--- src/rtl/sensor_iman.sv ---
// sensor_iman: wheel reed-switch front end for the speedometer.
// Synchronizes and debounces the raw switch, emits one impulsoIman pulse per
// revolution, measures the revolution period and counts revolutions. It
// flags a stopped wheel when no pulse arrives before the timeout.
// Optional build macro SENSOR_IMAN_SIM_GEN_EN: replaces the switch path with an
// internal pulse generator (one pulse every SIM_DIV cycles) for demos.
module sensor_iman #(
  parameter int DEB_CYC     = 50000,
  parameter int TIMEOUT_CYC = 150000000,
  parameter int PERIOD_W    = 32
`ifdef SENSOR_IMAN_SIM_GEN_EN
  , parameter int SIM_DIV   = 2500000
`endif
) (
  input  logic                clock,
  input  logic                reset,
  input  logic                iman_raw,
  output logic                impulsoIman,
  output logic [PERIOD_W-1:0] periodo,
  output logic                periodo_valido,
  output logic                detenido,
  output logic [15:0]         vueltas
);

  typedef enum logic [1:0] {ESPERA, MIDIENDO, DETENIDO} state_t;

  // Rising edge of the accepted level, registered into pulse_q below.
  logic pulse_d;
  logic pulse_q;

`ifdef SENSOR_IMAN_SIM_GEN_EN
  localparam int GEN_W = $clog2(SIM_DIV + 1);

  logic [GEN_W-1:0] gen_cnt_q;

  // Free-running divider; its terminal count stands in for a filtered rise.
  always_ff @(posedge clock or posedge reset) begin
    if (reset)                                 gen_cnt_q <= '0;
    else if (gen_cnt_q == GEN_W'(SIM_DIV - 1)) gen_cnt_q <= '0;
    else                                       gen_cnt_q <= gen_cnt_q + 1'b1;
  end

  assign pulse_d = (gen_cnt_q == GEN_W'(SIM_DIV - 1));
`else
  localparam int DEB_W = $clog2(DEB_CYC + 1);

  logic             sync1_q, sync2_q;
  logic             filt_q, filt_dly_q;
  logic [DEB_W-1:0] deb_cnt_q;

  // Two-flop synchronizer for the asynchronous switch level.
  always_ff @(posedge clock or posedge reset) begin
    if (reset) begin
      sync1_q <= 1'b0;
      sync2_q <= 1'b0;
    end else begin
      sync1_q <= iman_raw;
      sync2_q <= sync1_q;
    end
  end

  // Debounce: accept the new level only after DEB_CYC consecutive mismatches.
  // A level that flips back to the filtered one restarts the count.
  always_ff @(posedge clock or posedge reset) begin
    if (reset) begin
      filt_q    <= 1'b0;
      deb_cnt_q <= '0;
    end else if (sync2_q == filt_q) begin
      deb_cnt_q <= '0;
    end else if (deb_cnt_q == DEB_W'(DEB_CYC - 1)) begin
      filt_q    <= sync2_q;
      deb_cnt_q <= '0;
    end else begin
      deb_cnt_q <= deb_cnt_q + 1'b1;
    end
  end

  // Delayed copy of the filtered level for 0->1 detection.
  always_ff @(posedge clock or posedge reset) begin
    if (reset) filt_dly_q <= 1'b0;
    else       filt_dly_q <= filt_q;
  end

  assign pulse_d = filt_q & ~filt_dly_q;
`endif

  logic [PERIOD_W-1:0] per_cnt_q;
  logic [PERIOD_W-1:0] periodo_q, periodo_d;
  logic                valido_q, valido_d;
  logic                det_q, det_d;
  logic [15:0]         vueltas_q;
  state_t              state_q, state_d;
  logic                timeout;

  // Registered revolution pulse.
  always_ff @(posedge clock or posedge reset) begin
    if (reset) pulse_q <= 1'b0;
    else       pulse_q <= pulse_d;
  end

  // Cycles since the last pulse; the period is this count plus one on a pulse.
  always_ff @(posedge clock or posedge reset) begin
    if (reset)                                       per_cnt_q <= '0;
    else if (pulse_q)                                per_cnt_q <= '0;
    else if (per_cnt_q != PERIOD_W'(TIMEOUT_CYC))    per_cnt_q <= per_cnt_q + 1'b1;
  end

  // Revolution counter, wraps naturally at 16 bits.
  always_ff @(posedge clock or posedge reset) begin
    if (reset)        vueltas_q <= '0;
    else if (pulse_q) vueltas_q <= vueltas_q + 1'b1;
  end

  assign timeout = (per_cnt_q == PERIOD_W'(TIMEOUT_CYC - 1));

  // Measurement FSM state and output registers.
  always_ff @(posedge clock or posedge reset) begin
    if (reset) begin
      state_q   <= ESPERA;
      periodo_q <= '0;
      valido_q  <= 1'b0;
      det_q     <= 1'b1;
    end else begin
      state_q   <= state_d;
      periodo_q <= periodo_d;
      valido_q  <= valido_d;
      det_q     <= det_d;
    end
  end

  // Next state: a pulse always beats a timeout landing in the same cycle.
  always_comb begin
    state_d   = state_q;
    periodo_d = periodo_q;
    valido_d  = 1'b0;
    det_d     = det_q;
    case (state_q)
      ESPERA: begin
        if (pulse_q) state_d = MIDIENDO;
      end
      MIDIENDO: begin
        if (pulse_q) begin
          periodo_d = per_cnt_q + 1'b1;
          valido_d  = 1'b1;
          det_d     = 1'b0;
        end else if (timeout) begin
          state_d   = DETENIDO;
          periodo_d = '0;
          det_d     = 1'b1;
        end
      end
      DETENIDO: begin
        // First pulse after a stop is only a new reference point.
        if (pulse_q) state_d = MIDIENDO;
      end
      default: state_d = ESPERA;
    endcase
  end

  assign impulsoIman    = pulse_q;
  assign periodo        = periodo_q;
  assign periodo_valido = valido_q;
  assign detenido       = det_q;
  assign vueltas        = vueltas_q;

endmodule
--- config.mk ---
export PLATFORM = sky130hd
export DESIGN_NAME = sensor_iman
export DESIGN_NICKNAME = d
export VERILOG_FILES = /design/src/rtl/sensor_iman.sv
export SDC_FILE = /design/constraint.sdc
export NUM_CORES = 1
export LEC_CHECK = 0
export CELL_PAD_IN_SITES_DETAIL_PLACEMENT = 0
export CELL_PAD_IN_SITES_GLOBAL_PLACEMENT = 1
export CORE_ASPECT_RATIO = 2
export CORE_MARGIN = 2
export CORE_UTILIZATION = 48
export CTS_CLUSTER_SIZE = 28
export DETAILED_ROUTE_END_ITERATION = 16
export HOLD_SLACK_MARGIN = 0.03
export PLACE_DENSITY_LB_ADDON = 0.1
export SLEW_MARGIN = 30
export SYNTH_ARGS = -nofsm -noshare
export SYNTH_HDL_FRONTEND = slang
export SYNTH_SLANG_ARGS = --single-unit
--- constraint.sdc ---
create_clock -name clock -period 6 [get_ports clock]
set_input_delay 1.8 -clock clock [delete_from_list [all_inputs] [get_ports clock]]
set_output_delay 1.8 -clock clock [all_outputs]
set_load 0.05 [all_outputs]
After elaboration in Yosys (flattened, before gate mapping)
Index checks and enable logic that the tools add are counted.
Word-level totals
  register bits after elaboration: 105
  latch bits: 0
  RAM bits: 0
  memory bits (read-only): 0
  logic and storage cells: 48
  memories: 0
Operators by class
  add/sub/neg operators: 3
  $mul: 0
  div/mod/pow operators: 0
  $lt $le $gt $ge: 0
  equality and inequality tests: 9
  shifts and indexed selects: 0
  multiplexer cells: 14
  bitwise gates (word level): 3
  reduce and logical (&&, ||, !) cells: 7
Operators by type and width (count)
  2-to-1 mux 32 bit: 4
  adder 16 x 1 -> 16 bit, second input constant: 2
  adder 32 x 1 -> 32 bit, second input constant: 1
  equality test 32 x 28 -> 1 bit, second input constant: 1
  2-to-1 mux 16 bit: 2
  inequality test 32 x 28 -> 1 bit, second input constant: 1
  equality test 16 bit, second input constant: 1
  2-to-1 mux 2 bit: 3
  2-to-1 mux 1 bit: 4
  inequality test 2 bit, second input constant: 2
  case mux 2 bit (2 select lines): 1
  AND reduction 2 bit: 2
  nonzero test 2 bit: 2
  AND reduction 3 bit: 1
  equality test 2 x 1 -> 1 bit, second input constant: 1
  equality test 2 bit, second input constant: 1
  logical NOT 2 bit: 1
  inequality test 2 x 1 -> 1 bit, second input constant: 1
  NOT 1 bit: 2
  OR reduction 2 bit: 1
  bitwise AND 1 bit: 1
  equality test 1 bit: 1

Longest topological paths before layout
  word-level depth: 4
  mapped depth: 8

Least setup slack after synthesis
No wires, ideal clock.
  path type: register to output
  start point: register det_q (netlist: detenido)
  end point: output port detenido
  arrival time: 0.664 ns
  required time: 4.200 ns
  setup slack: 3.536 ns
  cell stages (with the launch flop): 1
  buffers on the path: 0
  cells stage by stage: dfstp_2
RTL lines
  start, declared: RTL line 90  | logic det_q, det_d;
  start signal, assigned: RTL line 127  | det_q <= det_d;
  end, declared: RTL line 21  | output logic detenido,
No word-level cell between the ends.

Final worst setup path
  start point: register det_q (netlist: detenido)
  end point: output port detenido
No word-level cell between the ends.

==> flow_summary.json <==
{
  "gr-total-overflow": 0,
  "synthFlopType": "dfrtp_1",
  "placementRows": 50,
  "hold_viol_final": 0,
  "path_depth": 1,
  "ant_nets": 0,
  "met3_usage_pct": 3.61,
  "hp-class": "register to register",
  "layout_common_cells": "dfrtp_1, nor2_1, clkdlybuf4s50_1",
  "cp_data_arrival_time_ps": 1660,
  "grt_pass1_vias": 3225,
  "r2r_slack_ps": 3490,
  "clk_pin_slew_worst_paths_ps": 70,
  "io_pins": 54,
  "power_density_mw_per_mm2": 246,
  "vias": 3149,
  "worst_pin_slew_ps": 725,
  "ys_seq_area_share_pct": 57.1,
  "via_per_inst": 5.53,
  "clk_latency_ps": 340,
  "ys_ff_latch": 105,
  "yosysWarningCount": 0,
  "p_comb_share_pct": 1.4,
  "post_layout_nonfiller_instances": 569,
  "grt_max_degree": 75,
  "dieArea_mm2": 0.0104,
  "ctsResizeCount": 0,
  "cp_cell_sequence": "clkdlybuf4s50_1",
  "p_seq_share_pct": 52.0,
  "grt_pass1_wl_um": 15500,
  "min_path_cells": 0,
  "route.detailed.drc": 0,
  "cts_tree": "yes",
  "track_usage_pct": 19.3,
  "min_period_ps": 3460,
  "total_power_w": 0.00137,
  "slowest_delay_ps": 790,
  "drt_pass1_iterations": 4,
  "cp_num_buf_inv": 1,
  "internal_power_w": 0.00110,
  "regToRegStartpoint": "per_cnt_q[1]",
  "r2r-end": "periodo[0]",
  "finalSetupViolCount": 0,
  "cp_slowest_cell": "clkdlybuf4s50_1",
  "portBuffers": 53,
  "cts_hold_buf": 0,
  "syn_nets": 411,
  "gp_congestion": 0.804,
  "endpoint_kind": "primary output",
  "ys_async_sr_fraction_pct": 100,
  "ys_top_cells_by_area": "dfrtp_1, xor2_1, nor2_1, o2bb2ai_1, xnor2_1",
  "drt-initial-drc-count": 138,
  "critPathLaunchType": "register",
  "postSynthCellCount": 404,
  "outcome": "finished clean",
  "core_area_mm2": 0.00932,
  "drive_gt1_share_pct": 8.60,
  "synth_top_cell_area_share_pct": 56.5,
  "switching_share_pct": 19.5,
  "clock_sinks": 105,
  "numCtsBuffers": 9,
  "cts_root_buf": "clkbuf_16",
  "post-cts-setup-buffer-count": 0,
  "area_growth_pct": 20.8,
  "pwr-share-clk_pct": 46.6,
  "switchingPower_w": 0.000266,
  "ys_types": 36,
  "final_common_cell": "dfrtp_1",
  "busiest_layer": "met2",
  "nets": 467,
  "synth_area_mm2": 0.00460,
  "drt-total-wl_um": 9240,
  "diodes": 0,
  "syn_area_per_cell_um2": 11.4,
  "htree_levels": 3,
  "cp_top_family": "buffers and inverters",
  "max_clock_freq_ghz": 0.289,
  "crit_end": "detenido",
  "crit_start": "detenido",
  "die_w_um": 73.2,
  "finalMaxSlewViolations": 0,
  "post_drt_wl_per_cell_um": 16.2,
  "grtUsageMet1_pct": 22.9,
  "cp_max_fo": 2,
  "rr_worst_depth": 7,
  "required_ps": 4200,
  "hpwl_um": 6560,
  "period_share_pct": 57.7,
  "skew_ps": 5.89,
  "antenna_found_initial": 0,
  "synth_edf_count": 0,
  "critPathKind": "register to primary output",
  "placed_cells": 553,
  "start_util_pct": 49.4,
  "met2_usage_pct": 33.9,
  "cts_max_path_buffers": 2,
  "finalSetupTns_ps": 0,
  "maxSlewHeadroom_pct": 51.5,
  "rsz0062_at_grt": "false",
  "drv_cap": 0,
  "p_leak_nw": 2.49,
  "dieHeight_um": 142,
  "yosys.area.top_type": "dfrtp_1",
  "vdd_drop_max_v": 0.000188
}
## sequential cells by signal, indices dropped and copies added, names as in the netlist
register        count
sync2_q             1
impulsoIman         1
state_q             2
deb_cnt_q          16
periodo_valido      1
per_cnt_q          32
sync1_q             1
filt_dly_q          1
filt_q              1
periodo            32
detenido            1
vueltas            16
## layout make-up
type / instances / area, um^2
clock buffer: 12 / 256
clock inverter: 4 / 73.8
fill: 804 / 3760
inverter: 10 / 42.5
multi-input combinational: 277 / 1870
sequential: 105 / 2630
tap: 104 / 130
timing repair buffer: 57 / 561
## layer usage
metal,part of all wire (%),vias up
met5,0,-
met4,1.6,0
met3,2.1,11
met2,54,45
met1,42,1581
li1,-,1512
## power by group through the flow
stage	Clock (W)	Sequential (W)	Combinational, W
5_1_grt	0.000681	0.000711	0.0000237
3_5_place_dp	0	0.000725	0.0000208
3_3_place_gp	0	0.000725	0.0000203
4_1_cts	0.000652	0.000711	0.0000205
2_1_floorplan	0	0.000725	0.0000139
6_report	0.000638	0.000711	0.0000195
## synthesized netlist by cell type, drive strengths merged, types with 7 or more instances
cell type	count
dfrtp	104
buf	7
xnor2	24
nor3	7
xor2	37
and3	10
nand3	21
o2bb2ai	30
nand4	24
inv	10
nor2	66
nand2	25
## stage by stage
step                      hold WS, ps  util, %  area [um^2]  setup slack (ps)
after floorplan                   331        -         4600              1440
after global placement            335     56.1         5230              2610
after detailed placement          347     56.1         5230              2580
after CTS                         363     59.6         5560              2520
after global routing              370     59.6         5560              2490
final                             361     59.6         5560              2540
## how the worst min path moves through the flow
stage	from	endpoint	slack, ps
final	sync1_q	sync2_q	360
after global placement	sync1_q	sync2_q	330
after CTS	sync1_q	sync2_q	360
after floorplan	sync1_q	sync2_q	330
after global routing	sync1_q	sync2_q	370
after detailed placement	sync1_q	sync2_q	350
## logic make-up (layout without fill, tap and decap cells)
family | Yosys count | after routing | synth area share, %
simple gates | 174 | 174 | 20.0
xor+xnor | 61 | 61 | 11.6
compound gates | 35 | 35 | 7.15
fa+ha+maj | 4 | 4 | 1.09
flops | 105 | 105 | 57.1
mux | 3 | 3 | 0.707
buf+inv | 22 | 83 | 2.34
Note: power is estimated with default switching activity, not from simulation.
